<file path="config.mk">
export PLATFORM = sky130hd
export DESIGN_NAME = life_support_monitor_flat
export DESIGN_NICKNAME = d
export VERILOG_FILES = /design/src/rtl/life_support_monitor_pkg.sv /design/src/rtl/life_support_monitor_if.sv /design/src/rtl/life_support_monitor_hyst_flag.sv /design/src/rtl/life_support_monitor.sv /design/src/flat_wrapper.sv
export SDC_FILE = /design/constraint.sdc
export NUM_CORES = 1
export LEC_CHECK = 0
export CORE_UTILIZATION = 28
export CTS_CLUSTER_SIZE = 24
export DETAILED_ROUTE_END_ITERATION = 16
export PLACE_DENSITY = 0.82
export SYNTH_ARGS = -nofsm -noshare
export SYNTH_HDL_FRONTEND = slang
export SYNTH_SLANG_ARGS = --single-unit
</file>
<file path="constraint.sdc">
create_clock -name clk -period 2.4 [get_ports clk]
set_input_delay 0.72 -clock clk [delete_from_list [all_inputs] [get_ports clk]]
set_output_delay 0.72 -clock clk [all_outputs]
set_load 0.005 [all_outputs]
</file>
<file path="src/rtl/life_support_monitor_pkg.sv">
// Shared definitions for the life-support supervisor and its neighbours.
// Latency: none (types and constants only).
// Backpressure: not applicable.
package ls_pkg;

    // Width of every monitored quantity coming out of the life-support stage.
    localparam int LS_N = 32;

    // Default grading thresholds and persistence window.
    localparam int unsigned O2_LOW_DEF     = 50;
    localparam int unsigned PWR_LOW_DEF    = 20;
    localparam int unsigned TEMP_HIGH_DEF  = 90;
    localparam int unsigned SHIELD_LOW_DEF = 10;
    localparam int unsigned HOLD_DEF       = 4;

    // Width of the saturating upward-transition counter.
    localparam int FAULT_W = 8;

    // Ship operating modes consumed by neighbouring blocks.
    localparam logic [3:0] MODE_DEFENCE = 4'b0100;
    localparam logic [3:0] MODE_STEALTH = 4'b1000;

    // Alarm level; the encoding is exported directly on the level output.
    typedef enum logic [1:0] {
        NOMINAL = 2'd0,
        CAUTION = 2'd1,
        WARNING = 2'd2,
        ABANDON = 2'd3
    } ls_level_e;

    // Level the ship condition is heading towards, from the number of raised flags.
    // ABANDON is never a target; only the fatal input reaches it.
    function automatic ls_level_e target_level(input logic [2:0] nflags);
        if (nflags == 3'd0) begin
            return NOMINAL;
        end else if (nflags == 3'd1) begin
            return CAUTION;
        end else begin
            return WARNING;
        end
    endfunction

endpackage

</file>
<file path="src/rtl/life_support_monitor_if.sv">
// Bundle between the life-support stage / crew panel and the supervisor.
// Latency: none (wires only).
// Backpressure: none; every signal is sampled or driven every cycle.
interface life_support_monitor_if #(
    parameter int N = ls_pkg::LS_N
);
    // Registered quantities from the life-support stage.
    logic [N-1:0] outo2;
    logic [N-1:0] outpower;
    logic [N-1:0] outtemp;
    logic [N-1:0] outshield;
    logic         fatal;
    // Crew acknowledge.
    logic         ack;
    // Supervisor outputs.
    logic         o2sup;
    logic         chrg;
    logic [1:0]   level;
    logic         horn;
    logic         evac;
    logic [ls_pkg::FAULT_W-1:0] fault_cnt;

    // Life-support stage / crew side: drives the monitored values.
    modport master (
        output outo2, outpower, outtemp, outshield, fatal, ack,
        input  o2sup, chrg, level, horn, evac, fault_cnt
    );

    // Supervisor side.
    modport slave (
        input  outo2, outpower, outtemp, outshield, fatal, ack,
        output o2sup, chrg, level, horn, evac, fault_cnt
    );

endinterface

</file>
<file path="src/rtl/life_support_monitor_hyst_flag.sv">
// Hysteresis request flag: sets below LOW, clears at or above 2*LOW, else holds.
// Latency: 1 clock from threshold crossing to flag change.
// Backpressure: none; input sampled every edge.
module hyst_flag #(
    parameter int         N   = 32,
    parameter logic [N-1:0] LOW = '0
) (
    input  logic         i_clk,
    input  logic         i_rst,
    input  logic [N-1:0] i_val,
    output logic         o_flag
);

    // Clear threshold is doubled in N+1 bits so a large LOW cannot wrap.
    localparam logic [N:0] HIGH = {LOW, 1'b0};

    logic w_below;
    logic w_at_or_above_high;
    logic r_flag;

    assign w_below            = (i_val < LOW);
    assign w_at_or_above_high = ({1'b0, i_val} >= HIGH);

    // Set has priority; between the two thresholds the flag keeps its value.
    always_ff @(posedge i_clk or posedge i_rst) begin
        if (i_rst) begin
            r_flag <= 1'b0;
        end else if (w_below) begin
            r_flag <= 1'b1;
        end else if (w_at_or_above_high) begin
            r_flag <= 1'b0;
        end
    end

    assign o_flag = r_flag;

endmodule

</file>
<file path="src/rtl/life_support_monitor.sv">
// Grades ship condition into a debounced alarm level; drives horn/evac/faults and resupply requests.
// Latency: level moves after HOLD consecutive edges of a new target; fatal and thresholds act in 1 edge.
// Backpressure: none; inputs are sampled every edge and outputs are always valid.
module life_support_monitor
    import ls_pkg::*;
#(
    parameter int          N          = LS_N,
    parameter int unsigned O2_LOW     = O2_LOW_DEF,
    parameter int unsigned PWR_LOW    = PWR_LOW_DEF,
    parameter int unsigned TEMP_HIGH  = TEMP_HIGH_DEF,
    parameter int unsigned SHIELD_LOW = SHIELD_LOW_DEF,
    parameter int unsigned HOLD       = HOLD_DEF
) (
    input  logic clk,
    input  logic rst,
    life_support_monitor_if.slave bus
);

    // Counter is wide enough to hold the value HOLD itself.
    localparam int CW = $clog2(HOLD) + 1;

    localparam logic [N-1:0]  L_O2_LOW     = N'(O2_LOW);
    localparam logic [N-1:0]  L_PWR_LOW    = N'(PWR_LOW);
    localparam logic [N-1:0]  L_TEMP_HIGH  = N'(TEMP_HIGH);
    localparam logic [N-1:0]  L_SHIELD_LOW = N'(SHIELD_LOW);
    localparam logic [CW-1:0] L_HOLD       = CW'(HOLD);

    // Condition flags.
    logic      w_low_o2;
    logic      w_low_pwr;
    logic      w_hot;
    logic      w_weak;
    logic [2:0] w_nflags;
    ls_level_e w_target;

    // Alarm FSM and persistence tracking.
    ls_level_e     r_state;
    ls_level_e     w_next;
    logic [CW-1:0] r_cnt;
    logic [CW-1:0] w_cnt_next;
    logic [CW-1:0] w_cnt_inc;
    logic          r_dir_up;
    logic          w_dir_next;
    logic          w_want_up;
    logic          w_step_up;

    // Registered outputs.
    logic               r_horn;
    logic               r_evac;
    logic [FAULT_W-1:0] r_fault_cnt;

    // Resupply hysteresis flags.
    logic w_o2_req;
    logic w_pwr_req;

    assign w_low_o2  = (bus.outo2     <  L_O2_LOW);
    assign w_low_pwr = (bus.outpower  <  L_PWR_LOW);
    assign w_hot     = (bus.outtemp   >= L_TEMP_HIGH);
    assign w_weak    = (bus.outshield <  L_SHIELD_LOW);

    assign w_nflags = {2'b00, w_low_o2} + {2'b00, w_low_pwr}
                    + {2'b00, w_hot}    + {2'b00, w_weak};
    assign w_target = target_level(w_nflags);

    // Alarm state, persistence count and last requested direction.
    always_ff @(posedge clk or posedge rst) begin
        if (rst) begin
            r_state  <= NOMINAL;
            r_cnt    <= '0;
            r_dir_up <= 1'b1;
        end else begin
            r_state  <= w_next;
            r_cnt    <= w_cnt_next;
            r_dir_up <= w_dir_next;
        end
    end

    // Next level: fatal jumps straight to ABANDON, otherwise one step per full HOLD window.
    // A direction flip restarts the window, with the flipping edge counted as its first.
    always_comb begin
        w_next     = r_state;
        w_cnt_next = r_cnt;
        w_dir_next = r_dir_up;
        w_want_up  = 1'b0;
        w_cnt_inc  = '0;
        w_step_up  = 1'b0;

        if (r_state == ABANDON) begin
            w_cnt_next = '0;
        end else if (bus.fatal) begin
            w_next     = ABANDON;
            w_cnt_next = '0;
            w_step_up  = 1'b1;
        end else if (w_target == r_state) begin
            w_cnt_next = '0;
        end else begin
            w_want_up  = (w_target > r_state);
            w_cnt_inc  = (w_want_up == r_dir_up) ? (r_cnt + CW'(1)) : CW'(1);
            w_dir_next = w_want_up;
            if (w_cnt_inc >= L_HOLD) begin
                w_next     = w_want_up ? ls_level_e'(r_state + 2'd1)
                                       : ls_level_e'(r_state - 2'd1);
                w_cnt_next = '0;
                w_step_up  = w_want_up;
            end else begin
                w_cnt_next = w_cnt_inc;
            end
        end
    end

    // Horn latches on any escalation, acknowledge silences it except in ABANDON.
    always_ff @(posedge clk or posedge rst) begin
        if (rst) begin
            r_horn <= 1'b0;
        end else if (w_next == ABANDON) begin
            r_horn <= 1'b1;
        end else if (w_step_up) begin
            r_horn <= 1'b1;
        end else if (bus.ack) begin
            r_horn <= 1'b0;
        end
    end

    // Evacuate flag follows next-state so it rises together with level == ABANDON.
    always_ff @(posedge clk or posedge rst) begin
        if (rst) begin
            r_evac <= 1'b0;
        end else begin
            r_evac <= (w_next == ABANDON);
        end
    end

    // Saturating count of upward level transitions.
    always_ff @(posedge clk or posedge rst) begin
        if (rst) begin
            r_fault_cnt <= '0;
        end else if (w_step_up && (r_fault_cnt != {FAULT_W{1'b1}})) begin
            r_fault_cnt <= r_fault_cnt + FAULT_W'(1);
        end
    end

    hyst_flag #(
        .N   (N),
        .LOW (L_O2_LOW)
    ) u_o2_hyst (
        .i_clk  (clk),
        .i_rst  (rst),
        .i_val  (bus.outo2),
        .o_flag (w_o2_req)
    );

    hyst_flag #(
        .N   (N),
        .LOW (L_PWR_LOW)
    ) u_pwr_hyst (
        .i_clk  (clk),
        .i_rst  (rst),
        .i_val  (bus.outpower),
        .o_flag (w_pwr_req)
    );

    // Once abandoning, keep asking for everything regardless of levels.
    assign bus.o2sup     = w_o2_req  | (r_state == ABANDON);
    assign bus.chrg      = w_pwr_req | (r_state == ABANDON);
    assign bus.level     = r_state;
    assign bus.horn      = r_horn;
    assign bus.evac      = r_evac;
    assign bus.fault_cnt = r_fault_cnt;

endmodule
</file>
<file path="src/flat_wrapper.sv">
// flat-port wrapper written by rule: the top's interface ports become plain ports
module life_support_monitor_flat import ls_pkg::*;
#(
    parameter int          N          = LS_N,
    parameter int unsigned O2_LOW     = O2_LOW_DEF,
    parameter int unsigned PWR_LOW    = PWR_LOW_DEF,
    parameter int unsigned TEMP_HIGH  = TEMP_HIGH_DEF,
    parameter int unsigned SHIELD_LOW = SHIELD_LOW_DEF,
    parameter int unsigned HOLD       = HOLD_DEF
)
  (clk, rst, bus_outo2, bus_outpower, bus_outtemp, bus_outshield, bus_fatal, bus_ack, bus_o2sup, bus_chrg, bus_level, bus_horn, bus_evac, bus_fault_cnt);
  life_support_monitor_if #(.N(N)) bus_i ();
  input  logic clk;
  input  logic rst;
  input wire logic [$bits(bus_i.outo2)-1:0] bus_outo2;
  input wire logic [$bits(bus_i.outpower)-1:0] bus_outpower;
  input wire logic [$bits(bus_i.outtemp)-1:0] bus_outtemp;
  input wire logic [$bits(bus_i.outshield)-1:0] bus_outshield;
  input wire logic [$bits(bus_i.fatal)-1:0] bus_fatal;
  input wire logic [$bits(bus_i.ack)-1:0] bus_ack;
  output wire logic [$bits(bus_i.o2sup)-1:0] bus_o2sup;
  output wire logic [$bits(bus_i.chrg)-1:0] bus_chrg;
  output wire logic [$bits(bus_i.level)-1:0] bus_level;
  output wire logic [$bits(bus_i.horn)-1:0] bus_horn;
  output wire logic [$bits(bus_i.evac)-1:0] bus_evac;
  output wire logic [$bits(bus_i.fault_cnt)-1:0] bus_fault_cnt;
  assign bus_i.outo2 = bus_outo2;
  assign bus_i.outpower = bus_outpower;
  assign bus_i.outtemp = bus_outtemp;
  assign bus_i.outshield = bus_outshield;
  assign bus_i.fatal = bus_fatal;
  assign bus_i.ack = bus_ack;
  assign bus_o2sup = bus_i.o2sup;
  assign bus_chrg = bus_i.chrg;
  assign bus_level = bus_i.level;
  assign bus_horn = bus_i.horn;
  assign bus_evac = bus_i.evac;
  assign bus_fault_cnt = bus_i.fault_cnt;
  life_support_monitor #(.N(N), .O2_LOW(O2_LOW), .PWR_LOW(PWR_LOW), .TEMP_HIGH(TEMP_HIGH), .SHIELD_LOW(SHIELD_LOW), .HOLD(HOLD)) u_core (.clk(clk), .rst(rst), .bus(bus_i));
endmodule
</file>
==> results of run 1 <==
flip-flops by register name, indices dropped and copies added (netlist names):
name,cells
u_core.bus.fault_cnt,8
u_core.u_o2_hyst.o_flag,1
u_core.bus.horn,1
u_core.bus.level,2
u_core.r_cnt,3
u_core.r_dir_up,1
u_core.bus.evac,1
u_core.u_pwr_hyst.o_flag,1
area by class of cell:
type	count	area share, %
Sequential cell	18	13.2
Multi-Input combinational cell	122	33.9
Tap cell	52	1.90
Clock buffer	4	1.61
Timing Repair Buffer	189	48.8
Inverter	5	0.548
power by group:
group | switching (mW) | internal [mW] | total [mW] | leakage (nW)
registers | 0.0190 | 0.316 | 0.335 | 0.222
logic | 0.119 | 0.223 | 0.342 | 1.23
clock network | 0.107 | 0.146 | 0.253 | 0.0288
total | 0.244 | 0.684 | 0.929 | 1.48
worst paths after layout:
check                                           to  depth (start not counted)
max in group asynchronous          u_core.r_dir_up                          3
max reg2reg                u_core.bus.fault_cnt[1]                          7
min                        u_core.bus.fault_cnt[4]                          1
min reg2reg                u_core.bus.fault_cnt[4]                          1
max                        u_core.bus.fault_cnt[1]                         15
min in group asynchronous  u_core.bus.fault_cnt[1]                          3
cells in the mapped netlist (2+ instances only):
cell type,number
a211oi_1,2
a21oi_1,6
a31oi_1,3
and3_1,6
dfrtp_1,17
ha_1,6
inv_1,5
mux2_4,2
nand2_1,13
nand2b_1,5
nand3_1,5
nand4_1,6
nor2_1,7
nor3_1,4
nor4_1,24
o21a_1,2
o21ai_0,9
o311ai_0,2
xnor2_1,4
xor2_1,2
kinds of logic after synthesis:
logic type | synth area share, %
simple gates | 34.2
compound gates | 13.5
buf+inv | 2.33
other cells | 0.291
xor+xnor | 4.08
flops | 35.1
fa+ha+maj | 7.39
mux | 3.11
through the flow:
step | setup WS [ns] | hold WS [ns]
2_1_floorplan | -1.31 | 0.481
3_3_place_gp | -1.91 | 0.483
3_5_place_dp | -1.92 | 0.497
4_1_cts | -1.16 | 0.506
5_1_grt | -1.51 | 0.537
6_report | -1.33 | 0.507
critical path, delay by kind of cell:
kind | cells | cell delay [ns]
buffers and inverters | 2 | 0.29
AOI/OAI and AO/OA | 3 | 0.51
adders and majority gates | 3 | 0.97
and+or+nand+nor | 6 | 1.08
muxes | 1 | 0.30
per-layer routing:
layer  vias to the layer above  GRT usage [%]  wire length, um
li1                        944              -                -
met1                       958           34.5             2640
met2                       115           60.3             3890
met3                        28           8.58              514
met4                         0           17.3              284
met5                         -              0                0
timing repair:
action,in CTS,in global routing
pin swaps,30,28
buffers inserted,77,8
resized for setup,225,59
setup endpoints to repair,15,19
cloned,0,0
==> impl_metrics.tcl, run 1 <==
set metrics [dict create \
    outcome "complete, but fails checks" \
    violations "negative setup slack" \
    dpl.hpwl_mm 4.31 \
    grt_max_degree 19 \
    power_density_nw_per_um2 271 \
    tns_ns -18.48 \
    first_iter_violations 206 \
    drtPass1Iterations 4 \
    final_core_util_pct 78.1 \
    crit_required_ns 2.54 \
    numPortBuffers 140 \
    final_common_cell "clkdlybuf4s50_1" \
    hp-start "u_core.bus.fault_cnt[4]" \
    rsz0062_at_grt "yes" \
    grtUsageTotal_pct 33.1 \
    r2r-start "u_core.bus.level[1]" \
    crit_path_top_delay_cell "fa_2" \
    floorplan.rows 24 \
    startpoint_type "primary input" \
    placed_cells 351 \
    antenna_found_initial 0 \
    critPathMaxFanout 3 \
    grt_pass1_vias 2558 \
    antenna_left 0 \
    finalHoldViolations 0 \
    cp-end-kind "register" \
    dpl_cell_area_um2 2930 \
    yosys_warnings 0 \
    grt_pass1_wl_mm 12.5 \
    die_h_um 69.8 \
    syn_area_um2 1290 \
    wl_per_cell_um 18.8 \
    dieArea_um2 4870 \
    fmax_ghz 0.268 \
    multi_input_area_um2 1160 \
    cap_violations 0 \
    maxSlewViolCount 0 \
    initial_core_util_pct 29.4 \
    design_area_um2 3420 \
    vias 2045 \
    synth-seq-cells 18 \
    clockRootBuffer "clkbuf_8" \
    crit_chain "clkdlybuf4s15_1 -> nor4_4 -> nand4_1 -> a21oi_2 -> nand4_1 -> fa_2 -> ha_4 -> nor2_4 -> inv_2 -> ha_4 -> nor2b_4 -> o2111a_1 -> o21a_1 -> and2_4 -> mux2_4" \
    vdd_drop_max_v 0.000192 \
    worstSetupPathType "in2reg" \
    die_w_um 69.8 \
    syn_nets 285 \
    vias_per_cell 5.24 \
    cts_buffers 3 \
    synth_cell_types 36 \
    reg2reg_slack_ns 0.38 \
    p_leak_nw 1.48 \
    gp_congestion 0.797 \
    slowest_delay_ns 0.44 \
    fin_skew_ns 0.00245 \
    cp-startpoint "bus_outtemp[13]" \
    coreArea_um2 4380 \
    clock_latency_ns 0.25 \
    final_nets 478 \
    synth_largest_area_cell "dfrtp_1" \
    finalSetupViolCount 15 \
    finalCritPeriodShare_pct 156 \
    clk_path_buf_depth 2 \
    mostFrequentLayoutCells "clkdlybuf4s50_1, buf_4, buf_6" \
    arrival_ns 3.88 \
    yosysTopAreaCellShare_pct 33.0 \
    syn_inst 146 \
    ctsHtreeMaxLevel 1 \
    ys_top_cells_by_area "dfrtp_1, nor4_1, ha_1" \
    hold_buffers 0 \
    min_period_ns 3.73 \
    synth_seq_area_share_pct 35.1 \
    layout_setup_ws_ns -1.33 \
    route.detailed.drc 0 \
    instances_no_fill 390 \
    synth_edf_count 0 \
    grt-ovfl-total 0 \
    routed_wl_mm 7.33 \
    fill_cells 274 \
    cts.clk_slew.worst_paths_ns 0.07 \
    antenna_cells 0 \
    syn_area_per_cell_um2 8.82 \
    cts_tree "done" \
    hold_class "reg2reg" \
    clock_sinks 18 \
    ios 146 \
    power_mw 0.929 \
    synthToLayoutAreaGrowth_pct 166 \
    async_flop_share_pct 100 \
    layout-drive-gt1-share_pct 44.1 \
    yosys_most_used_dff "dfrtp_1" \
    seqCellArea_um2 453 \
]
No activity file was read; power rests on OpenSTA's default activity.
==> run 2: changes to the inputs <==
Settings changed: SKIP_LAST_GASP from default to 1.
==> run 2 against run 1 <==
  * The run still ends with negative setup slack left
  * Worst hold slack barely moved
  * Non-clock buffer count is 28 higher
  * Sequential cell count unchanged
  * Critical endpoint is now u_core.r_cnt[0]
  * Largest power group unchanged
  * Highest routed layer unchanged
==> impl_metrics.tcl, run 2 (synthesized netlist as in run 1, its figures left out) <==
set metrics [dict create \
    crit_chain "clkdlybuf4s15_1 -> nor4_4 -> nand3_2 -> nor3_2 -> ha_1 -> fa_2 -> ha_4 -> nor2_4 -> inv_2 -> ha_4 -> nor2b_4 -> buf_4 -> buf_6 -> buf_4 -> o21ai_2 -> xnor2_2 -> o21ai_1 -> and2_1" \
    design_area_um2 3640 \
    finalHoldViolations 0 \
    violations "negative setup slack" \
    tns_ns -21.43 \
    clk_path_buf_depth 2 \
    fin_skew_ns 0.00602 \
    first_iter_violations 176 \
    vdd_drop_max_v 0.000182 \
    numPortBuffers 140 \
    antenna_found_initial 1 \
    floorplan.rows 24 \
    fmax_ghz 0.259 \
    cts.clk_slew.worst_paths_ns 0.08 \
    vias_per_cell 5.57 \
    min_period_ns 3.85 \
    hold_buffers 0 \
    gp_congestion 0.797 \
    outcome "complete, but fails checks" \
    largest_reg_flops 8 \
    grt_pass1_vias 2523 \
    grtUsageTotal_pct 34.9 \
    power_density_nw_per_um2 263 \
    maxSlewViolCount 0 \
    crit_path_top_delay_cell "fa_2" \
    grt_max_degree 19 \
    slowest_delay_ns 0.38 \
    antenna_left 0 \
    drtPass1Iterations 4 \
    ios 146 \
    power_mw 0.956 \
    routed_wl_mm 9.48 \
    clock_latency_ns 0.26 \
    cap_violations 0 \
    finalCritPeriodShare_pct 161 \
    die_h_um 69.8 \
    route.detailed.drc 0 \
    fin_hold_ws_ns 0.507 \
    finalSetupViolCount 16 \
    instances_no_fill 419 \
    mostFrequentLayoutCells "buf_4, clkdlybuf4s50_1, buf_6" \
    dpl.hpwl_mm 4.31 \
    cts_buffers 3 \
    grt-ovfl-total 0 \
    crit_buf_inv 5 \
    final_nets 506 \
    startpoint_type "primary input" \
    rsz0062_at_grt "yes" \
    cts_tree "done" \
    coreArea_um2 4380 \
    dieArea_um2 4870 \
    clock_sinks 18 \
    hold_class "reg2reg" \
    synthToLayoutAreaGrowth_pct 183 \
    layout-drive-gt1-share_pct 49.7 \
    clockRootBuffer "clkbuf_8" \
    vias 2335 \
    pre_cts_slack_ns -1.92 \
    p_leak_nw 1.64 \
    initial_core_util_pct 29.4 \
    crit_required_ns 2.55 \
    dpl_cell_area_um2 2930 \
    grt_pass1_wl_mm 13.0 \
    final_common_cell "buf_4" \
    ctsHtreeMaxLevel 1 \
    critical-path-top-delay-family "adder cells" \
    layout_setup_ws_ns -1.45 \
    critPathMaxFanout 4 \
    final_core_util_pct 83.0 \
    wl_per_cell_um 22.6 \
    arrival_ns 4.01 \
    placed_cells 351 \
    cp-end-kind "register" \
    worstSetupPathType "in2reg" \
    die_w_um 69.8 \
]
-- run 2: layer usage --
metal  track usage [%]  vias up  share of wire, %  wire, um
li1                  -     1004                 -         -
met1              36.4     1090                32      3010
met2              64.0      173                51      4810
met3              7.12       68               7.6       722
met4              20.0        0               9.8       930
met5                 0        -                 0         0
-- run 2: final timing paths --
| path | start | end | slack [ns] | cells past startpoint |
|---|---|---|---|---|
| min in group asynchronous | rst | u_core.bus.fault_cnt[1] | 0.78 | 3 |
| max in group asynchronous | rst | u_core.r_dir_up | 1.36 | 3 |
| max | bus_outpower[18] | u_core.r_cnt[0] | -1.45 | 18 |
| min reg2reg | u_core.bus.fault_cnt[4] | u_core.bus.fault_cnt[4] | 0.51 | 1 |
| min | u_core.bus.fault_cnt[4] | u_core.bus.fault_cnt[4] | 0.51 | 1 |
| max reg2reg | u_core.bus.level[1] | u_core.r_cnt[0] | 0.36 | 10 |
-- run 2: layout make-up --
class	count	area, um2
multi-input combinational	122	1160
timing repair buffer	217	1880
inverter	5	18.8
fill	224	747
clock buffer	4	55.1
sequential	18	453
antenna	1	2.50
tap	52	65.1
-- run 2: what timing repair did --
item / CTS / global route
endpoints found under the hold margin: 0 / 0
buffers inserted: 77 / 12
endpoints found under the setup margin: 15 / 19
pin swaps: 29 / 32
resized for setup: 221 / 77
-- run 2: power by group --
group	switching [mW]	total, mW	internal (mW)
registers	0.0192	0.335	0.315
logic	0.135	0.364	0.229
clock network	0.110	0.256	0.146
total	0.265	0.956	0.691
